File: src/rtl/mips_pkg.sv
// ============================================================================
// mips_pkg : shared types and constants for the MIPS front end.
// Rev 1.0  : initial release
// ============================================================================
`default_nettype none

package mips_pkg;

    typedef enum logic [1:0] {
        FETCH = 2'd0,
        HOLD  = 2'd1,
        DRAIN = 2'd2
    } fetch_state_t;

    localparam logic [31:0] NOP_INSTR        = 32'h0000_0000;
    localparam logic [31:0] DEFAULT_RESET_PC = 32'h0000_0000;

endpackage

`default_nettype wire

File: src/rtl/if_id_reg.sv
// ============================================================================
// if_id_reg : IF/ID pipeline register with load enable and bubble clear.
// Rev 1.0   : initial release
// ============================================================================
`default_nettype none

module if_id_reg
    import mips_pkg::*;
(
    input  logic        clk,
    input  logic        rst_n,
    input  logic        i_en,
    input  logic        i_clr,
    input  logic [31:0] i_instr,
    input  logic [31:0] i_pc4,
    input  logic        i_valid,
    output logic [31:0] o_instr,
    output logic [31:0] o_pc4,
    output logic        o_valid
);

    logic [31:0] r_instr;
    logic [31:0] r_pc4;
    logic        r_valid;

    // Clear beats enable so a redirect bubble always wins over a load.
    always_ff @(posedge clk or negedge rst_n) begin
        if (!rst_n) begin
            r_instr <= NOP_INSTR;
            r_pc4   <= 32'h0;
            r_valid <= 1'b0;
        end else if (i_clr) begin
            r_instr <= NOP_INSTR;
            r_pc4   <= 32'h0;
            r_valid <= 1'b0;
        end else if (i_en) begin
            r_instr <= i_instr;
            r_pc4   <= i_pc4;
            r_valid <= i_valid;
        end
    end

    assign o_instr = r_instr;
    assign o_pc4   = r_pc4;
    assign o_valid = r_valid;

endmodule

`default_nettype wire

File: src/rtl/fetch_unit.sv
// ============================================================================
// fetch_unit : PC, instruction-memory request FSM and hold buffer feeding IF/ID.
// Rev 1.0    : initial release
// ============================================================================
`default_nettype none

module fetch_unit
    import mips_pkg::*;
#(
    parameter logic [31:0] RESET_PC = DEFAULT_RESET_PC
) (
    input  logic        clk,
    input  logic        rst_n,
    input  logic        StallF,
    input  logic        StallD,
    input  logic        PCSrcD,
    input  logic [31:0] PCBranchD,
    output logic        imem_req,
    output logic [31:0] imem_addr,
    input  logic        imem_ack,
    input  logic [31:0] imem_rdata,
    output logic [31:0] PCF,
    output logic [31:0] InstrD,
    output logic [31:0] PCPlus4D,
    output logic        ValidD
);

    fetch_state_t r_state;
    logic [31:0]  r_pc;
    logic [31:0]  r_addr;
    logic         r_req;
    logic [31:0]  r_buf;

    logic         w_redirect;
    logic         w_ack;
    logic [31:0]  w_target;
    logic [31:0]  w_pc_plus4;
    logic         w_ifid_en;
    logic         w_ifid_clr;
    logic [31:0]  w_ifid_instr;
    logic [31:0]  w_ifid_pc4;
    logic         w_unused_lsbs;

    assign w_redirect    = PCSrcD & ~StallD;
    assign w_target      = {PCBranchD[31:2], 2'b00};
    assign w_unused_lsbs = ^PCBranchD[1:0];
    // An ack only counts against a request we actually issued.
    assign w_ack         = imem_ack & r_req;
    assign w_pc_plus4    = r_pc + 32'd4;
    assign w_ifid_pc4    = r_addr + 32'd4;

    always_comb begin
        w_ifid_en    = 1'b0;
        w_ifid_clr   = 1'b0;
        w_ifid_instr = imem_rdata;
        case (r_state)
            FETCH: begin
                if (w_redirect)
                    w_ifid_clr = 1'b1;
                else if (r_req && w_ack)
                    w_ifid_en = ~StallF & ~StallD;
                else
                    w_ifid_clr = ~StallD;
            end
            HOLD: begin
                if (w_redirect) begin
                    w_ifid_clr = 1'b1;
                end else if (!StallF && !StallD) begin
                    w_ifid_en    = 1'b1;
                    w_ifid_instr = r_buf;
                end
            end
            DRAIN:   w_ifid_clr = ~StallD;
            default: w_ifid_clr = 1'b1;
        endcase
    end

    always_ff @(posedge clk or negedge rst_n) begin
        if (!rst_n) begin
            r_state <= FETCH;
            r_pc    <= RESET_PC;
            r_addr  <= RESET_PC;
            r_req   <= 1'b0;
            r_buf   <= NOP_INSTR;
        end else begin
            case (r_state)
                FETCH: begin
                    if (!r_req) begin
                        // First cycle out of reset: issue the opening request.
                        r_req <= 1'b1;
                        if (w_redirect) begin
                            r_pc   <= w_target;
                            r_addr <= w_target;
                        end else begin
                            r_addr <= r_pc;
                        end
                    end else if (w_redirect) begin
                        r_pc <= w_target;
                        if (w_ack)
                            r_addr <= w_target;
                        else
                            r_state <= DRAIN;
                    end else if (w_ack) begin
                        if (!StallF && !StallD) begin
                            r_pc   <= w_pc_plus4;
                            r_addr <= w_pc_plus4;
                        end else begin
                            r_buf   <= imem_rdata;
                            r_req   <= 1'b0;
                            r_state <= HOLD;
                        end
                    end
                end
                HOLD: begin
                    if (w_redirect) begin
                        r_pc    <= w_target;
                        r_addr  <= w_target;
                        r_buf   <= NOP_INSTR;
                        r_req   <= 1'b1;
                        r_state <= FETCH;
                    end else if (!StallF && !StallD) begin
                        r_pc    <= w_pc_plus4;
                        r_addr  <= w_pc_plus4;
                        r_req   <= 1'b1;
                        r_state <= FETCH;
                    end
                end
                DRAIN: begin
                    if (w_redirect)
                        r_pc <= w_target;
                    if (w_ack) begin
                        r_addr  <= w_redirect ? w_target : r_pc;
                        r_state <= FETCH;
                    end
                end
                default: begin
                    r_req   <= 1'b0;
                    r_state <= FETCH;
                end
            endcase
        end
    end

    if_id_reg u_if_id_reg (
        .clk     (clk),
        .rst_n   (rst_n),
        .i_en    (w_ifid_en),
        .i_clr   (w_ifid_clr),
        .i_instr (w_ifid_instr),
        .i_pc4   (w_ifid_pc4),
        .i_valid (1'b1),
        .o_instr (InstrD),
        .o_pc4   (PCPlus4D),
        .o_valid (ValidD)
    );

    assign imem_req  = r_req;
    assign imem_addr = r_addr;
    assign PCF       = r_pc;

endmodule

`default_nettype wire

File: config.mk
export PLATFORM = sky130hd
export DESIGN_NAME = fetch_unit
export DESIGN_NICKNAME = d
export VERILOG_FILES = /design/src/rtl/mips_pkg.sv /design/src/rtl/if_id_reg.sv /design/src/rtl/fetch_unit.sv
export SDC_FILE = /design/constraint.sdc
export NUM_CORES = 1
export LEC_CHECK = 0
export CAP_MARGIN = 20
export CORE_MARGIN = 2
export CORE_UTILIZATION = 50
export DETAILED_ROUTE_END_ITERATION = 10
export PLACE_DENSITY = 0.85
export SYNTH_ARGS = -nofsm -noshare
export SYNTH_HDL_FRONTEND = slang
export SYNTH_SLANG_ARGS = --single-unit
File: constraint.sdc
create_clock -name clk -period 7 [get_ports clk]
set_clock_uncertainty 0.15 [all_clocks]
set_input_delay 1.05 -clock clk [delete_from_list [all_inputs] [get_ports clk]]
set_output_delay 1.05 -clock clk [all_outputs]
set_load 0.01 [all_outputs]
# [Word level (Yosys, flattened, before mapping)]
# Index checks and enable logic that the tools add are counted.
# W data, S select, Z words.
[word_totals] reg_bits=164 output_inout_bits=130 elab_cells=95
[classes] n_addsub=2 n_eq_ne=13 mux=53 bitwise=6 reduce_logical=13
[ops] op="$mux W32" count=24
[ops] op="$pmux W32 S3" count=2
[ops] op="$add A32 B3 Y32 const B" count=2
[ops] op="$pmux W32 S2" count=1
[ops] op="$mux W2" count=8
[ops] op="$ne A3 B3 Y1 const B" count=5
[ops] op="$mux W1" count=14
[ops] op="$ne A2 B2 Y1 const B" count=5
[ops] op="$pmux W1 S3" count=2
[ops] op="$pmux W2 S3" count=1
[ops] op="$reduce_and A6 Y1" count=1
[ops] op="$reduce_and A5 Y1" count=1
[ops] op="$ne A4 B4 Y1 const B" count=1
[ops] op="$reduce_and A2 Y1" count=2
[ops] op="$reduce_bool A2 Y1" count=2
[ops] op="$and A1 B1 Y1" count=3
[ops] op="$not A1 Y1" count=3
[ops] op="$reduce_and A3 Y1" count=1
[ops] op="$reduce_bool A3 Y1" count=1
[ops] op="$eq A2 B1 Y1 const B" count=1
[ops] op="$eq A2 B2 Y1 const B" count=1
[ops] op="$logic_and A1 B1 Y1" count=2
[ops] op="$logic_not A1 Y1" count=2
[ops] op="$logic_not A2 Y1" count=1
[ops] op="$pmux W1 S2" count=1

# [Depth between registers and ports, before layout]
[logic_depth] word_depth=7 mapped_depth=11 mapped_depth_nobuf=8

# [By module]
# A second synthesis with hierarchy kept.
[unflattened] cells_unflattened=1277 hier_area_um2=10771.6
[modules_own_cells] mod="fetch_unit" instances=1 cells_per_inst=1068 area_each_um2=8104.0 seq_area_each_um2=2477.4
[modules_own_cells] mod="if_id_reg" instances=1 cells_per_inst=209 area_each_um2=2667.6 seq_area_each_um2=1626.6

# [Worst setup path after synthesis]
# No wires, ideal clock.
[synth_path] kind="input port to flip-flop" startpoint="input StallD" endpoint="register u_if_id_reg.r_pc4[0], in the netlist u_if_id_reg.o_pc4[0]" setup_ns=0.078 arrival_time_ns=2.571 slack_ns=4.201 cell_stages=9 cell_sequence="or2_2 -> clkbuf_1 -> nor2_1 -> o21a_1 -> clkbuf_1 -> buf_2 -> buf_1 -> nand2_1 -> a21oi_1"
[synth_between] elab_chain_cells=6
[synth_lines] item="start: declaration" line_no="fetch_unit.sv:15" rtl="input logic StallD,"
[synth_lines] item="$not A1 Y1 or $logic_not A1 Y1 (tied branches)"
[synth_lines] item="$and A1 B1 Y1 or $logic_and A1 B1 Y1 (tied branches)" line_no="fetch_unit.sv:61, fetch_unit.sv:68"
[synth_lines] item="$mux W1 (on tied branches)" line_no="fetch_unit.sv:60, fetch_unit.sv:68"
[synth_lines] item="$mux W1 (on tied branches)" line_no="fetch_unit.sv:58, fetch_unit.sv:66"
[synth_lines] item="$pmux W1 S2" line_no="fetch_unit.sv:56" rtl="case (r_state)"
[synth_lines] item="$reduce_bool A2 Y1 (no line)"
[synth_lines] item="end signal: assignment" line_no="if_id_reg.sv:38" rtl="r_pc4 <= i_pc4;"
[synth_lines] item="end: declaration" line_no="if_id_reg.sv:23" rtl="logic [31:0] r_pc4;"
# Several ways; a longest one is shown, not always the timed one.
# A chain may end at the register's enable or synchronous reset.

# [Final worst setup path]
[layout_path] startpoint="input StallD" endpoint="register r_addr[16], in the netlist imem_addr[16]"
[layout_between] elab_chain_cells=7
[layout_lines] item="$logic_not A1 Y1" line_no="fetch_unit.sv:104, fetch_unit.sv:121"
[layout_lines] item="$logic_and A1 B1 Y1" line_no="fetch_unit.sv:104, fetch_unit.sv:121"
[layout_lines] item="$mux W32 (2 in a row)"
[layout_lines] item="$mux W32" line_no="fetch_unit.sv:97" rtl="end else if (w_redirect) begin"
[layout_lines] item="$mux W32" line_no="fetch_unit.sv:88" rtl="if (!r_req) begin"
[layout_lines] item="$pmux W32 S3 (*)" line_no="fetch_unit.sv:86" rtl="case (r_state)"
[layout_lines] item="end signal: assignment" line_no="fetch_unit.sv:93" rtl="r_addr <= w_target;"
[layout_lines] item="end signal: assignment" line_no="fetch_unit.sv:95" rtl="r_addr <= r_pc;"
[layout_lines] item="end signal: assignment" line_no="fetch_unit.sv:100" rtl="r_addr <= w_target;"
[layout_lines] item="end: declaration" line_no="fetch_unit.sv:30" rtl="logic [31:0] r_addr;"
# Every way passes the cells marked *; elsewhere a longest branch is shown, timed or not. The select of a mux whose other input is x is not followed.

==> metrics.txt <==
# TYPE chip_impl_metric gauge
chip_impl_metric{name="finalSetupViolCount",unit=""} 0
chip_impl_metric{name="ant_nets",unit=""} 0
chip_impl_metric{name="timing.critical_path.arrival",unit="ps"} 4600
chip_impl_info{name="tritoncts",value="yes"} 1
chip_impl_metric{name="detailroute.via_count",unit=""} 11348
chip_impl_info{name="ctsRootBufferMaster",value="sky130_fd_sc_hd__clkbuf_16"} 1
chip_impl_metric{name="area_taken_by_flip_flops_and_latches",unit="um2"} 4100
chip_impl_metric{name="fp.dieArea",unit="um2"} 22600
chip_impl_metric{name="grt.total_usage",unit="%"} 31.7
chip_impl_metric{name="final_area",unit="um2"} 13400
chip_impl_metric{name="via_per_inst",unit=""} 6.59
chip_impl_info{name="crit_type",value="in2reg"} 1
chip_impl_metric{name="detailedRoute.firstPassIterationCount",unit=""} 5
chip_impl_metric{name="cts_setup_buffers",unit=""} 0
chip_impl_metric{name="cts.path.max_buffers",unit=""} 2
chip_impl_metric{name="cp.required",unit="ps"} 7170
chip_impl_metric{name="clock_pin_slew_worst_setup_and_hold_paths",unit="ps"} 60
chip_impl_metric{name="design.final.nets",unit=""} 1511
chip_impl_metric{name="floorplan.die.width",unit="um"} 150
chip_impl_metric{name="post_synth.cell_area_avg",unit="um2"} 8.14
chip_impl_info{name="grt_setup_unrepaired",value="no"} 1
chip_impl_info{name="worst_path_max_delay_cell",value="sky130_fd_sc_hd__clkdlybuf4s50_1"} 1
chip_impl_metric{name="worst_path_largest_cell_delay",unit="ps"} 1020
chip_impl_metric{name="cp_max_fo",unit=""} 17
chip_impl_info{name="worstSetupStartpointType",value="input port"} 1
chip_impl_metric{name="synth_seq_cells",unit=""} 164
chip_impl_metric{name="worstPathBufferInverterCount",unit=""} 3
chip_impl_metric{name="gp_routability_congestion",unit=""} 0.930
chip_impl_metric{name="drv_cap",unit=""} 0
chip_impl_metric{name="grt_antenna_before_repair",unit=""} 0
chip_impl_metric{name="synth.yosys.seq_area_share",unit="%"} 38.3
chip_impl_metric{name="placement.cell_area",unit="um2"} 12800
chip_impl_metric{name="power_leakage",unit="nW"} 5.19
chip_impl_metric{name="flow.area_growth_from_synthesis",unit="%"} 24.9
chip_impl_metric{name="grt_overflow",unit=""} 0
chip_impl_metric{name="fmax",unit="GHz"} 0.226
chip_impl_metric{name="grt_pass1_wl",unit="um"} 56300
chip_impl_metric{name="post_synth_instance_area",unit="um2"} 10700
chip_impl_metric{name="fin_crit",unit="ps"} 4430
chip_impl_metric{name="cts_buffer_count",unit=""} 17
chip_impl_info{name="worstHoldPathType",value="reg2reg"} 1
chip_impl_metric{name="top_level_ports",unit=""} 200
chip_impl_metric{name="ys_types",unit=""} 67
chip_impl_metric{name="port-buffer-count",unit=""} 197
chip_impl_metric{name="synth.net_count",unit=""} 1391
chip_impl_metric{name="first_global_vias",unit=""} 10487
chip_impl_metric{name="netlist_instances",unit=""} 1315
chip_impl_info{name="status",value="completed"} 1
chip_impl_info{name="crit_path_cells",value="clkdlybuf4s50_1 -> inv_1 -> o21ai_1 -> buf_4 -> a21boi_0 -> o22a_1 -> a22o_1 -> a311oi_1"} 1
chip_impl_metric{name="largest_net_degree_at_the_start_of_global_routing",unit=""} 98
chip_impl_info{name="hold_start",value="r_buf[19]$_DFFE_PN0P_"} 1
chip_impl_metric{name="post_cts_hold_buffer_count",unit=""} 0
chip_impl_metric{name="tns",unit="ps"} 0
chip_impl_metric{name="drive_above_1_share",unit="%"} 5.66
chip_impl_info{name="top_ff_cell_synth",value="sky130_fd_sc_hd__dfrtp_1"} 1
chip_impl_metric{name="slew-limit-headroom",unit="%"} 26.8
chip_impl_metric{name="initial_utilization",unit="%"} 50.9
chip_impl_metric{name="route.detailed.drc",unit=""} 0
chip_impl_metric{name="final_slew_viol_count",unit=""} 0
chip_impl_metric{name="die_height",unit="um"} 150
chip_impl_metric{name="synth_enable_flop_cells",unit=""} 0
chip_impl_info{name="setup.worst_path.end_class",value="register"} 1
chip_impl_metric{name="antennaDiodeCount",unit=""} 0
chip_impl_metric{name="vdd.ir_drop.worst",unit="uV"} 274
chip_impl_metric{name="cts_htree_levels",unit=""} 4
chip_impl_info{name="critical-path-top-delay-family",value="buffers and inverters"} 1
chip_impl_metric{name="cts-resized-gates",unit=""} 0
chip_impl_metric{name="num-fill-cells",unit=""} 1749
chip_impl_metric{name="post-dp-hpwl",unit="um"} 23600
chip_impl_info{name="worstSetupStartpoint",value="StallD"} 1
chip_impl_metric{name="synth.yosys.warnings",unit=""} 0
chip_impl_metric{name="timing.hold.ws",unit="ps"} 358
chip_impl_metric{name="synth_async_sr_flop_share",unit="%"} 100
chip_impl_metric{name="design.core.area",unit="um2"} 21000
chip_impl_metric{name="min_period_over_period",unit="%"} 63.3
chip_impl_metric{name="drt_first_iter_violations",unit=""} 1608
chip_impl_metric{name="detail_route.wirelength",unit="um"} 36200
chip_impl_metric{name="clock_sink_count",unit=""} 164
chip_impl_info{name="startpoint_of_the_lowest_slack_register_to_register_path",value="PCF[5]$_DFFE_PN0P_"} 1
chip_impl_metric{name="multi_input_area",unit="um2"} 6060
chip_impl_metric{name="finalCoreUtilization",unit="%"} 63.6
chip_impl_metric{name="clk-insertion-delay-late",unit="ps"} 430
chip_impl_metric{name="power.density",unit="nW/um2"} 470
chip_impl_metric{name="hold_viol",unit=""} 0
chip_impl_metric{name="placement_rows",unit=""} 53
chip_impl_metric{name="worstMarginPinSlew",unit="ps"} 1090
chip_impl_metric{name="drt-wirelength-per-cell",unit="um"} 21.0
[Yosys cell counts (6+ instances only)]
library cell | number | area (um2)
sky130_fd_sc_hd__and3_1 | 16 | 100
sky130_fd_sc_hd__nor3_1 | 22 | 110
sky130_fd_sc_hd__o211ai_1 | 8 | 60.1
sky130_fd_sc_hd__o21a_1 | 7 | 52.6
sky130_fd_sc_hd__a221oi_1 | 11 | 96.3
sky130_fd_sc_hd__inv_1 | 16 | 60.1
sky130_fd_sc_hd__a21o_1 | 9 | 67.6
sky130_fd_sc_hd__clkbuf_1 | 86 | 323
sky130_fd_sc_hd__a31oi_1 | 13 | 81.3
sky130_fd_sc_hd__nor4_1 | 8 | 50.1
sky130_fd_sc_hd__nand2b_1 | 10 | 62.6
sky130_fd_sc_hd__mux2i_1 | 29 | 290
sky130_fd_sc_hd__a32o_1 | 8 | 80.1
sky130_fd_sc_hd__a22oi_1 | 43 | 323
sky130_fd_sc_hd__nand3_1 | 22 | 110
sky130_fd_sc_hd__buf_2 | 27 | 135
sky130_fd_sc_hd__xor2_1 | 27 | 236
sky130_fd_sc_hd__a21oi_1 | 55 | 275
sky130_fd_sc_hd__nand4_1 | 21 | 131
sky130_fd_sc_hd__ha_1 | 6 | 75.1
sky130_fd_sc_hd__nand2_1 | 210 | 788
sky130_fd_sc_hd__buf_1 | 10 | 37.5
sky130_fd_sc_hd__a222oi_1 | 10 | 100
sky130_fd_sc_hd__dfrtp_1 | 164 | 4100
sky130_fd_sc_hd__a22o_1 | 11 | 96.3
sky130_fd_sc_hd__xnor2_1 | 24 | 210
sky130_fd_sc_hd__a211oi_1 | 37 | 278
sky130_fd_sc_hd__nor2b_1 | 8 | 50.1
sky130_fd_sc_hd__or3_1 | 10 | 62.6
sky130_fd_sc_hd__a311oi_1 | 41 | 359
sky130_fd_sc_hd__o21ai_0 | 101 | 505
sky130_fd_sc_hd__o31ai_1 | 22 | 165
sky130_fd_sc_hd__o22ai_1 | 14 | 87.6
sky130_fd_sc_hd__nor2_1 | 137 | 514
[registers in the layout, summed over array words and instances (netlist names)]
| register | count |
|---|---|
| imem_addr | 32 |
| u_if_id_reg.o_pc4 | 32 |
| u_if_id_reg.o_instr | 32 |
| PCF | 32 |
| r_state | 2 |
| imem_req | 1 |
| r_buf | 32 |
| u_if_id_reg.o_valid | 1 |
[report_power, final]
group          switching [mW]  internal [mW]
registers               0.540           1.36
clock network           0.417          0.569
logic                    1.91           1.47
[metal layers]
| metal | track usage (%) | wire length [um] |
|---|---|---|
| met1 | 42.4 | 14000 |
| met2 | 48.7 | 16300 |
| met3 | 7.82 | 4390 |
| met4 | 14.1 | 1520 |
| met5 | 0 | 0 |
[path summary, 6_finish.rpt]
check,endpoint,cells after the start,slack [ps]
setup / recovery,imem_addr[16]$_DFFE_PN0P_,8,2570
hold / removal,r_buf[19]$_DFFE_PN0P_,2,360
setup reg to reg,imem_addr[28]$_DFFE_PN0P_,6,3570
hold reg to reg,r_buf[19]$_DFFE_PN0P_,2,360
max in group asynchronous,r_state[1]$_DFFE_PN0P_,2,4570
min in group asynchronous,u_if_id_reg.o_instr[0]$_DFFE_PN0P_,1,580
[through the flow]
step,setup slack [ps],instances,total power [mW]
after floorplan,4200,1315,3.84
after global placement,2520,1691,5.09
after detailed placement,2460,1691,5.20
after CTS,2870,1723,6.21
after global routing,2530,1723,6.68
final,2570,1723,6.28
[cell usage in the layout, fill, tap and decap left out, types with 12 or more instances in the layout]
cell                              instances
sky130_fd_sc_hd__a211oi_1                37
sky130_fd_sc_hd__a21oi_1                 55
sky130_fd_sc_hd__a22oi_1                 43
sky130_fd_sc_hd__a311oi_1                41
sky130_fd_sc_hd__a31oi_1                 12
sky130_fd_sc_hd__and3_1                  16
sky130_fd_sc_hd__buf_4                   28
sky130_fd_sc_hd__clkbuf_16               17
sky130_fd_sc_hd__clkdlybuf4s50_1        196
sky130_fd_sc_hd__dfrtp_1                164
sky130_fd_sc_hd__inv_1                   16
sky130_fd_sc_hd__mux2i_1                 29
sky130_fd_sc_hd__nand2_1                210
sky130_fd_sc_hd__nand3_1                 22
sky130_fd_sc_hd__nand4_1                 21
sky130_fd_sc_hd__nor2_1                 133
sky130_fd_sc_hd__nor3_1                  22
sky130_fd_sc_hd__o21ai_0                100
sky130_fd_sc_hd__o22ai_1                 14
sky130_fd_sc_hd__o31ai_1                 22
sky130_fd_sc_hd__xnor2_1                 24
sky130_fd_sc_hd__xor2_1                  27
[cell families (layout without fill, tap and decap cells)]
group,count (synthesis),after routing,share of synthesized area [%]
XOR/XNOR,51,51,4.17
buffers and inverters,142,275,5.31
flip-flops,164,164,38.3
adder cells (fa/ha/maj),6,6,0.701
multiplexers,34,34,3.24
AO/OA/AOI/OAI,439,439,28.7
AND/OR/NAND/NOR,479,479,19.5
[tightest hold or removal path, cell delays in order (launching register included)]
cell and delay [ps]:
sky130_fd_sc_hd__dfrtp_1 360, sky130_fd_sc_hd__nand2_1 50, sky130_fd_sc_hd__o21ai_0 60
[layout make-up]
| type | instances | share of cell area [%] |
|---|---|---|
| clock buffers | 19 | 3.24 |
| clock inverters | 13 | 1.29 |
| inverters | 18 | 0.505 |
| multi-input cells | 1009 | 45.4 |
| flip-flops and latches | 164 | 30.7 |
| well taps | 275 | 2.57 |
| repair buffers | 225 | 16.3 |
Note: power is estimated with default switching activity, not from simulation.
